File: src/rtl/prog_loader.sv
// rtl/prog_loader.sv - switch-and-key instruction memory loader
//
// prog_loader_key: 2-flop synchronizer + debouncer for one active-low pushbutton.
//   clk, rst_n : clock, asynchronous active-low reset
//   key_raw    : raw pushbutton level (0 = pressed)
//   press      : one-cycle pulse on each debounced 1->0 transition
//
// prog_loader: assembles two operator-entered bytes into an instruction word
// and writes it to memory; holds the processor in reset until a Run request.
//   Clk, Reset           : clock, asynchronous active-low reset
//   KEY_Byte/Addr/Run    : raw active-low pushbuttons
//   Byte_In, Addr_In     : switch inputs (byte value, start address)
//   Mem_WrEn/Addr/Data   : instruction memory write port
//   CPU_Run              : processor released from reset
//   Word_Count           : words written since reset, saturating at 2^ADDR_W
//   Load_State           : FSM state for display

module prog_loader_key #(
  parameter int CYCLES = 4
) (
  input  logic clk,
  input  logic rst_n,
  input  logic key_raw,
  output logic press
);
  localparam int CW = (CYCLES < 2) ? 1 : $clog2(CYCLES + 1);

  logic          sync1;
  logic          sync2;
  logic          level;
  logic [CW-1:0] cnt;

  always_ff @(posedge clk or negedge rst_n) begin
    if (!rst_n) begin
      sync1 <= 1'b1;
      sync2 <= 1'b1;
      level <= 1'b1;
      cnt   <= '0;
      press <= 1'b0;
    end else begin
      sync1 <= key_raw;
      sync2 <= sync1;
      press <= 1'b0;
      // The current sample is the CYCLES-th consecutive differing one when
      // the counter already holds CYCLES-1; any agreeing sample restarts it.
      if (sync2 != level) begin
        if (cnt == CW'(CYCLES - 1)) begin
          level <= sync2;
          cnt   <= '0;
          press <= ~sync2;
        end else begin
          cnt <= cnt + CW'(1);
        end
      end else begin
        cnt <= '0;
      end
    end
  end
endmodule

module prog_loader #(
  parameter int ADDR_W          = 8,
  parameter int DATA_W          = 16,
  parameter int DEBOUNCE_CYCLES = 4
) (
  input  logic              Clk,
  input  logic              Reset,
  input  logic              KEY_Byte,
  input  logic              KEY_Addr,
  input  logic              KEY_Run,
  input  logic [7:0]        Byte_In,
  input  logic [ADDR_W-1:0] Addr_In,
  output logic              Mem_WrEn,
  output logic [ADDR_W-1:0] Mem_Addr,
  output logic [DATA_W-1:0] Mem_Data,
  output logic              CPU_Run,
  output logic [ADDR_W:0]   Word_Count,
  output logic [1:0]        Load_State
);
  typedef enum logic [1:0] {
    LOADHI = 2'd0,
    LOADLO = 2'd1,
    WRITE  = 2'd2,
    RUN    = 2'd3
  } state_t;

  localparam logic [ADDR_W:0] COUNT_MAX = {1'b1, {ADDR_W{1'b0}}};

  logic press_byte;
  logic press_addr;
  logic press_run;

  prog_loader_key #(.CYCLES(DEBOUNCE_CYCLES)) u_key_byte (
    .clk(Clk), .rst_n(Reset), .key_raw(KEY_Byte), .press(press_byte)
  );
  prog_loader_key #(.CYCLES(DEBOUNCE_CYCLES)) u_key_addr (
    .clk(Clk), .rst_n(Reset), .key_raw(KEY_Addr), .press(press_addr)
  );
  prog_loader_key #(.CYCLES(DEBOUNCE_CYCLES)) u_key_run (
    .clk(Clk), .rst_n(Reset), .key_raw(KEY_Run), .press(press_run)
  );

  state_t            state;
  state_t            state_nx;
  logic [ADDR_W-1:0] addr_nx;
  logic [DATA_W-1:0] data_nx;
  logic [ADDR_W:0]   count_nx;

  always_ff @(posedge Clk or negedge Reset) begin
    if (!Reset) begin
      state      <= LOADHI;
      Mem_Addr   <= '0;
      Mem_Data   <= '0;
      Word_Count <= '0;
      CPU_Run    <= 1'b0;
    end else begin
      state      <= state_nx;
      Mem_Addr   <= addr_nx;
      Mem_Data   <= data_nx;
      Word_Count <= count_nx;
      CPU_Run    <= (state_nx == RUN);
    end
  end

  always_comb begin
    state_nx = state;
    addr_nx  = Mem_Addr;
    data_nx  = Mem_Data;
    count_nx = Word_Count;
    case (state)
      LOADHI: begin
        if (press_run) begin
          state_nx = RUN;
        end else if (press_addr) begin
          addr_nx = Addr_In;
        end else if (press_byte) begin
          data_nx[DATA_W-1 -: 8] = Byte_In;
          state_nx = LOADLO;
        end
      end
      LOADLO: begin
        if (press_addr) begin
          data_nx  = '0;
          addr_nx  = Addr_In;
          state_nx = LOADHI;
        end else if (press_byte) begin
          data_nx[7:0] = Byte_In;
          state_nx = WRITE;
        end
      end
      WRITE: begin
        // Presses landing in this cycle are intentionally dropped.
        addr_nx = Mem_Addr + ADDR_W'(1);
        if (Word_Count != COUNT_MAX) begin
          count_nx = Word_Count + (ADDR_W + 1)'(1);
        end
        state_nx = LOADHI;
      end
      RUN: begin
        if (press_run) begin
          state_nx = LOADHI;
        end
      end
      default: state_nx = LOADHI;
    endcase
  end

  // Decoded from the state register so a reset drops it without a clock.
  assign Mem_WrEn   = (state == WRITE);
  assign Load_State = state;
endmodule

File: config.mk
export PLATFORM = sky130hd
export DESIGN_NAME = prog_loader
export DESIGN_NICKNAME = d
export VERILOG_FILES = /design/src/rtl/prog_loader.sv
export SDC_FILE = /design/constraint.sdc
export NUM_CORES = 1
export LEC_CHECK = 0
export BUFFER_PORTS_ARGS = -buffer_cell sky130_fd_sc_hd__clkbuf_2
export CAP_MARGIN = 10
export CORE_ASPECT_RATIO = 1.75
export CORE_UTILIZATION = 45
export CTS_CLUSTER_SIZE = 14
export DETAILED_ROUTE_END_ITERATION = 7
export PLACE_DENSITY = 0.81
export REMOVE_ABC_BUFFERS = 1
export SLEW_MARGIN = 20
export SYNTH_ARGS = -nofsm -noshare
export SYNTH_HDL_FRONTEND = slang
export SYNTH_SLANG_ARGS = --single-unit
File: constraint.sdc
create_clock -name Clk -period 1.37 [get_ports Clk]
set_input_delay 0.137 -clock Clk [delete_from_list [all_inputs] [get_ports Clk]]
set_output_delay 0.137 -clock Clk [all_outputs]
set_load 0.1 [all_outputs]
* After elaboration in Yosys (flattened, before gate mapping)
Cells that the tools add are included.
Word-level totals: memories 0, latch bits 0, input port bits 21, word-level logic and storage cells 83, register bits 57, RAM bits 0, memory bits (read-only) 0
Cells by class: divide/modulo/power cells 0, multipliers 0, shifts and indexed selects 0, equal/unequal tests 15, magnitude comparators 0, bitwise logic cells 3, multiplexer cells 28, reduce and logical (&&, ||, !) cells 11, add/subtract/negate cells 5
Operators by type and width (number):
- 8-bit two-way mux | 7
- 8-bit one-hot mux with 3 select lines | 1
- 3-bit two-way mux | 6
- 8-bit one-hot mux with 2 select lines | 1
- 2-bit two-way mux | 6
- 2-bit AND reduction | 6
- 3-bit by 1-bit adder with 3-bit output, second input constant | 3
- 9-bit by 1-bit adder with 9-bit output, second input constant | 1
- 3-bit by 2-bit equality test with 1-bit output, second input constant | 3
- 9-bit inequality test, second input constant | 1
- 8-bit by 1-bit adder with 8-bit output, second input constant | 1
- 2-bit one-hot mux with 4 select lines | 1
- 2-bit equality test, second input constant | 3
- 1-bit two-way mux | 6
- 5-bit AND reduction | 1
- 2-bit by 1-bit inequality test with 1-bit output, second input constant | 2
- 2-bit inequality test, second input constant | 2
- 2-bit nonzero test | 2
- 1-bit inequality test | 3
- 1-bit inverter | 3
- 3-bit nonzero test | 1
- 2-bit by 1-bit equality test with 1-bit output, second input constant | 1
- 2-bit zero test | 1

* Depth between registers and ports, before layout
word-level depth 5, depth in mapped cells 6, depth with buffers taken out 5

* Hierarchy
A second synthesis with hierarchy kept.
Second synthesis, totals: cells, all modules 197, area total of the unflattened synthesis 2491.1 sq um
Modules (own cells, without submodules):
- prog_loader | times used 1, cells each 152, area each 1695.4 sq um, seq. area each 900.9 sq um
- prog_loader_key | times used 3, cells each 15, area each 265.3 sq um, seq. area each 178.9 sq um

* Least setup slack after synthesis
Ideal clock, no wire load.
kind flip-flop to flip-flop, from reg state[0] (netlist: Load_State[0]), to reg Word_Count[6], cell stages (with the launch flop) 7, path slack -0.972 ns, data arrival time 2.183 ns, library setup time 0.159 ns, cells stage by stage dfrtp_1 -> buf_4 -> nand2b_4 -> inv_2 -> and3_1 -> nand4_1 -> xnor2_1
On the way: word-level cells in the longest chain between the ends 2
RTL lines:
- start: declaration | line 103 | state_t state;
- start signal: assignment | line 117 | state <= state_nx;
- 2-bit equality test
- net Mem_WrEn | line 73 | output logic Mem_WrEn,
- 2-bit AND reduction (no source line)
- end signal: assignment | line 120 | Word_Count <= count_nx;
- end: declaration | line 77 | output logic [ADDR_W:0] Word_Count,
The timed path passes the listed nets, and every way through them passes these cells. A chain may end at the register's enable or synchronous reset.

* Worst setup path in the final report
from reg Word_Count[5], to reg Word_Count[1]
On the way: word-level cells in the longest chain between the ends 2
RTL lines:
- 9-bit inequality test | line 154 | if (Word_Count != COUNT_MAX) begin
- 2-bit AND reduction (no source line)
No other way between the ends.

==> flow_summary.yaml <==
route:
  totalWireLength_mm: 5.63
  drt-initial-drc-count: 62
  first_pass_iters: 6
  route.detailed.drc: 1
  viasPerCell: 5.51
  via_count: 1978
  wl_per_cell_um: 15.7
  postRouteAntennaNets: 0
timing:
  finalMaxSlewViolations: 0
  fmax_ghz: 0.703
  setup_ws_ns: -0.0525
  max_slew.worst_pin.slew_ns: 0.543
  period_needed_ns: 1.42
  skew_ns: 0.00762
  slew-limit-headroom: 0.640
  period_share: 1.04
  setup_viol: 2
  finalHoldViolCount: 0
  rsz0062_at_grt: "true"
logic_synthesis:
  ys_seq_elements: 57
  yosys_warnings: 0
  yosysMostFrequentCell: "dfrtp_1"
  synth_flop_cell: "dfrtp_1"
  syn_area_um2: 2430
  yosysUniqueCellTypes: 45
  synth_edf_count: 0
  syn_avg_cell_area_um2: 12.5
  syn-instance-count: 194
  yosysSeqAreaShare: 0.591
  synth_top_area_cell: "dfrtp_1"
  synth_commonest_cells: "dfrtp_1, a22o_1, dfstp_2, nand2_1, xnor2_1"
  yosysTopAreaCellShare: 0.494
  synthArstFlopShare: 1.00
  synth_area_leaders: "dfrtp_1, dfstp_2, a22o_1"
place:
  dp_hpwl_mm: 3.85
  gp_congestion: 0.765
  dp.cells: 332
  post-place-ws_ns: -0.161
  placed_cell_area_um2: 3150
  port_buffers: 57
worst_setup_path:
  ff2ff_path_depth: 4
  critPathCaptureType: "register"
  critPathMaxStageDelay_ns: 0.39
  worstPathCellList: "nor4b_2 -> and4b_1 -> nor2_2 -> mux2_4"
  critical_path_arrival_ns: 1.65
  cp-start-kind: "register"
  worstSetupPathType: "register to register"
  critPathTopFamily: "simple AND/OR/NAND/NOR gates"
  cp.depth: 4
  crit_slowest_cell: "dfrtp_1"
  required_ns: 1.59
  worstPathMaxFanout: 2
  critPathBufInv: 0
clock_tree:
  root_buffer: "clkbuf_8"
  htree_levels: 3
  cts.sinks: 57
  cts-buffers-inserted: 9
  cts_tree: "built"
  path_clk_slew_ns: 0.07
  clockBufferDepth: 2
  clkLatencyLatePin_ns: 0.33
power_and_ir_drop:
  vdd_drop_max_v: 0.00207
  p_per_area_nw_per_um2: 2510
  leakagePower_nw: 1.71
outcome:
  status: "finished with violations"
  violations: "DRC, setup timing"
job:
  cap_viol_max_count: 0
grt:
  grt_pass1_vias: 1956
  track_usage: 0.209
  grt_overflow: 0
  grt_pass1_wl_mm: 8.97
  antenna_found_initial: 0
  grt_max_degree: 58
layout:
  diodes: 0
  fin_cells: 359
  fin_util: 0.666
  n_fill_cell: 375
  drive_gt1_frac: 0.480
  stdcell_area_um2: 3500
  area_delta_synth_final_pct: 43.9
  nets: 326
floorplanning:
  core-area_um2: 5260
  fp.dieH_um: 99.3
  die_w_um: 57.6
  start_util: 0.463
  fp-row-count: 35
  dieArea_um2: 5720
  ios: 58
min_path:
  min_path_cells: 2
  hold_path.class: "primary input to register"
-- placed cells by master (no fill, tap or decap), types with 5 or more instances in the layout --
cell       n
nand2_1    8
dfrtp_1   46
nand3_1    8
buf_6      5
nor2_1     6
nor2b_1    5
xnor2_1    8
clkbuf_2  36
nor3b_1    6
ha_1       6
buf_4     48
buf_12     8
a22o_1    16
clkbuf_8  10
dfstp_2    9
-- state kept, by name, summed over array words and instances (netlist names), 2 cells and up --
signal / flops
Mem_Data: 16
Word_Count: 9
Mem_Addr: 8
u_key_addr.cnt: 3
u_key_byte.cnt: 3
u_key_run.cnt: 3
Load_State: 2
-- kinds of logic after synthesis --
logic type               Yosys count  synth area share
AO/OA/AOI/OAI                     41             0.133
adder cells (fa/ha/maj)            6            0.0308
multiplexers                       4            0.0200
AND/OR/NAND/NOR                   64             0.163
buffers and inverters             11            0.0226
XOR/XNOR                          11            0.0396
flip-flops                        57             0.591
-- where the power goes --
group | internal [mW] | switching (mW)
registers | 2.18 | 0.337
clock network | 0.698 | 0.655
logic | 1.49 | 3.43
total | 4.37 | 4.43
-- what timing repair did --
item / in CTS / in global routing
pin swaps: 2 / 8
setup buffers: 4 / 5
resized for setup: 6 / 18
endpoints found under the setup margin: 10 / 28
endpoints found under the hold margin: 51 / 0
hold buffers: 4 / 0
-- worst paths after layout --
path / startpoint / slack, ns / to
setup / recovery: Word_Count[5] / -0.05 / Word_Count[1]
setup reg to reg: Word_Count[5] / -0.05 / Word_Count[1]
hold reg to reg: u_key_addr.sync1 / 0.36 / u_key_addr.sync2
hold / removal: Byte_In[7] / 0.05 / Mem_Data[15]
max in group asynchronous: Reset / 0.73 / u_key_run.sync2
min in group asynchronous: Reset / 0.33 / Mem_Data[11]
-- final cells by class --
type	instances	area, um2	share of cell area
Sequential cell	57	1440	0.411
Multi-Input combinational cell	126	1000	0.287
Clock inverter	5	31.3	0.00893
Inverter	4	20.0	0.00572
Timing Repair Buffer	101	797	0.228
Clock buffer	11	141	0.0404
Tap cell	55	68.8	0.0196
-- metal layers --
metal / routed length, um / vias up / track usage / part of all wire
met5: 0 / - / 0 / 0
li1: - / 922 / - / -
met2: 3080 / 61 / 0.358 / 0.55
met4: 111 / 0 / 0.0919 / 0.020
met1: 2090 / 982 / 0.235 / 0.37
met3: 347 / 13 / 0.0650 / 0.062
-- through the flow --
step	hold slack (ns)	setup TNS [ns]	total power, mW
floorplan	-0.159	-24.63	5.86
global placement	0.160	-0.226	7.16
detailed placement	0.163	-0.385	7.26
CTS	0.0362	-0.0920	8.69
global route	0.0387	-0.338	9.17
finish	0.0477	-0.0588	8.79
-- worst register-to-register path, cell delays in order (launching register included) --
cell and delay [ns]:
dfrtp_1 0.39, nor4b_2 0.30, and4b_1 0.28, nor2_2 0.06, mux2_4 0.29
(Power assumes the default switching activity.)
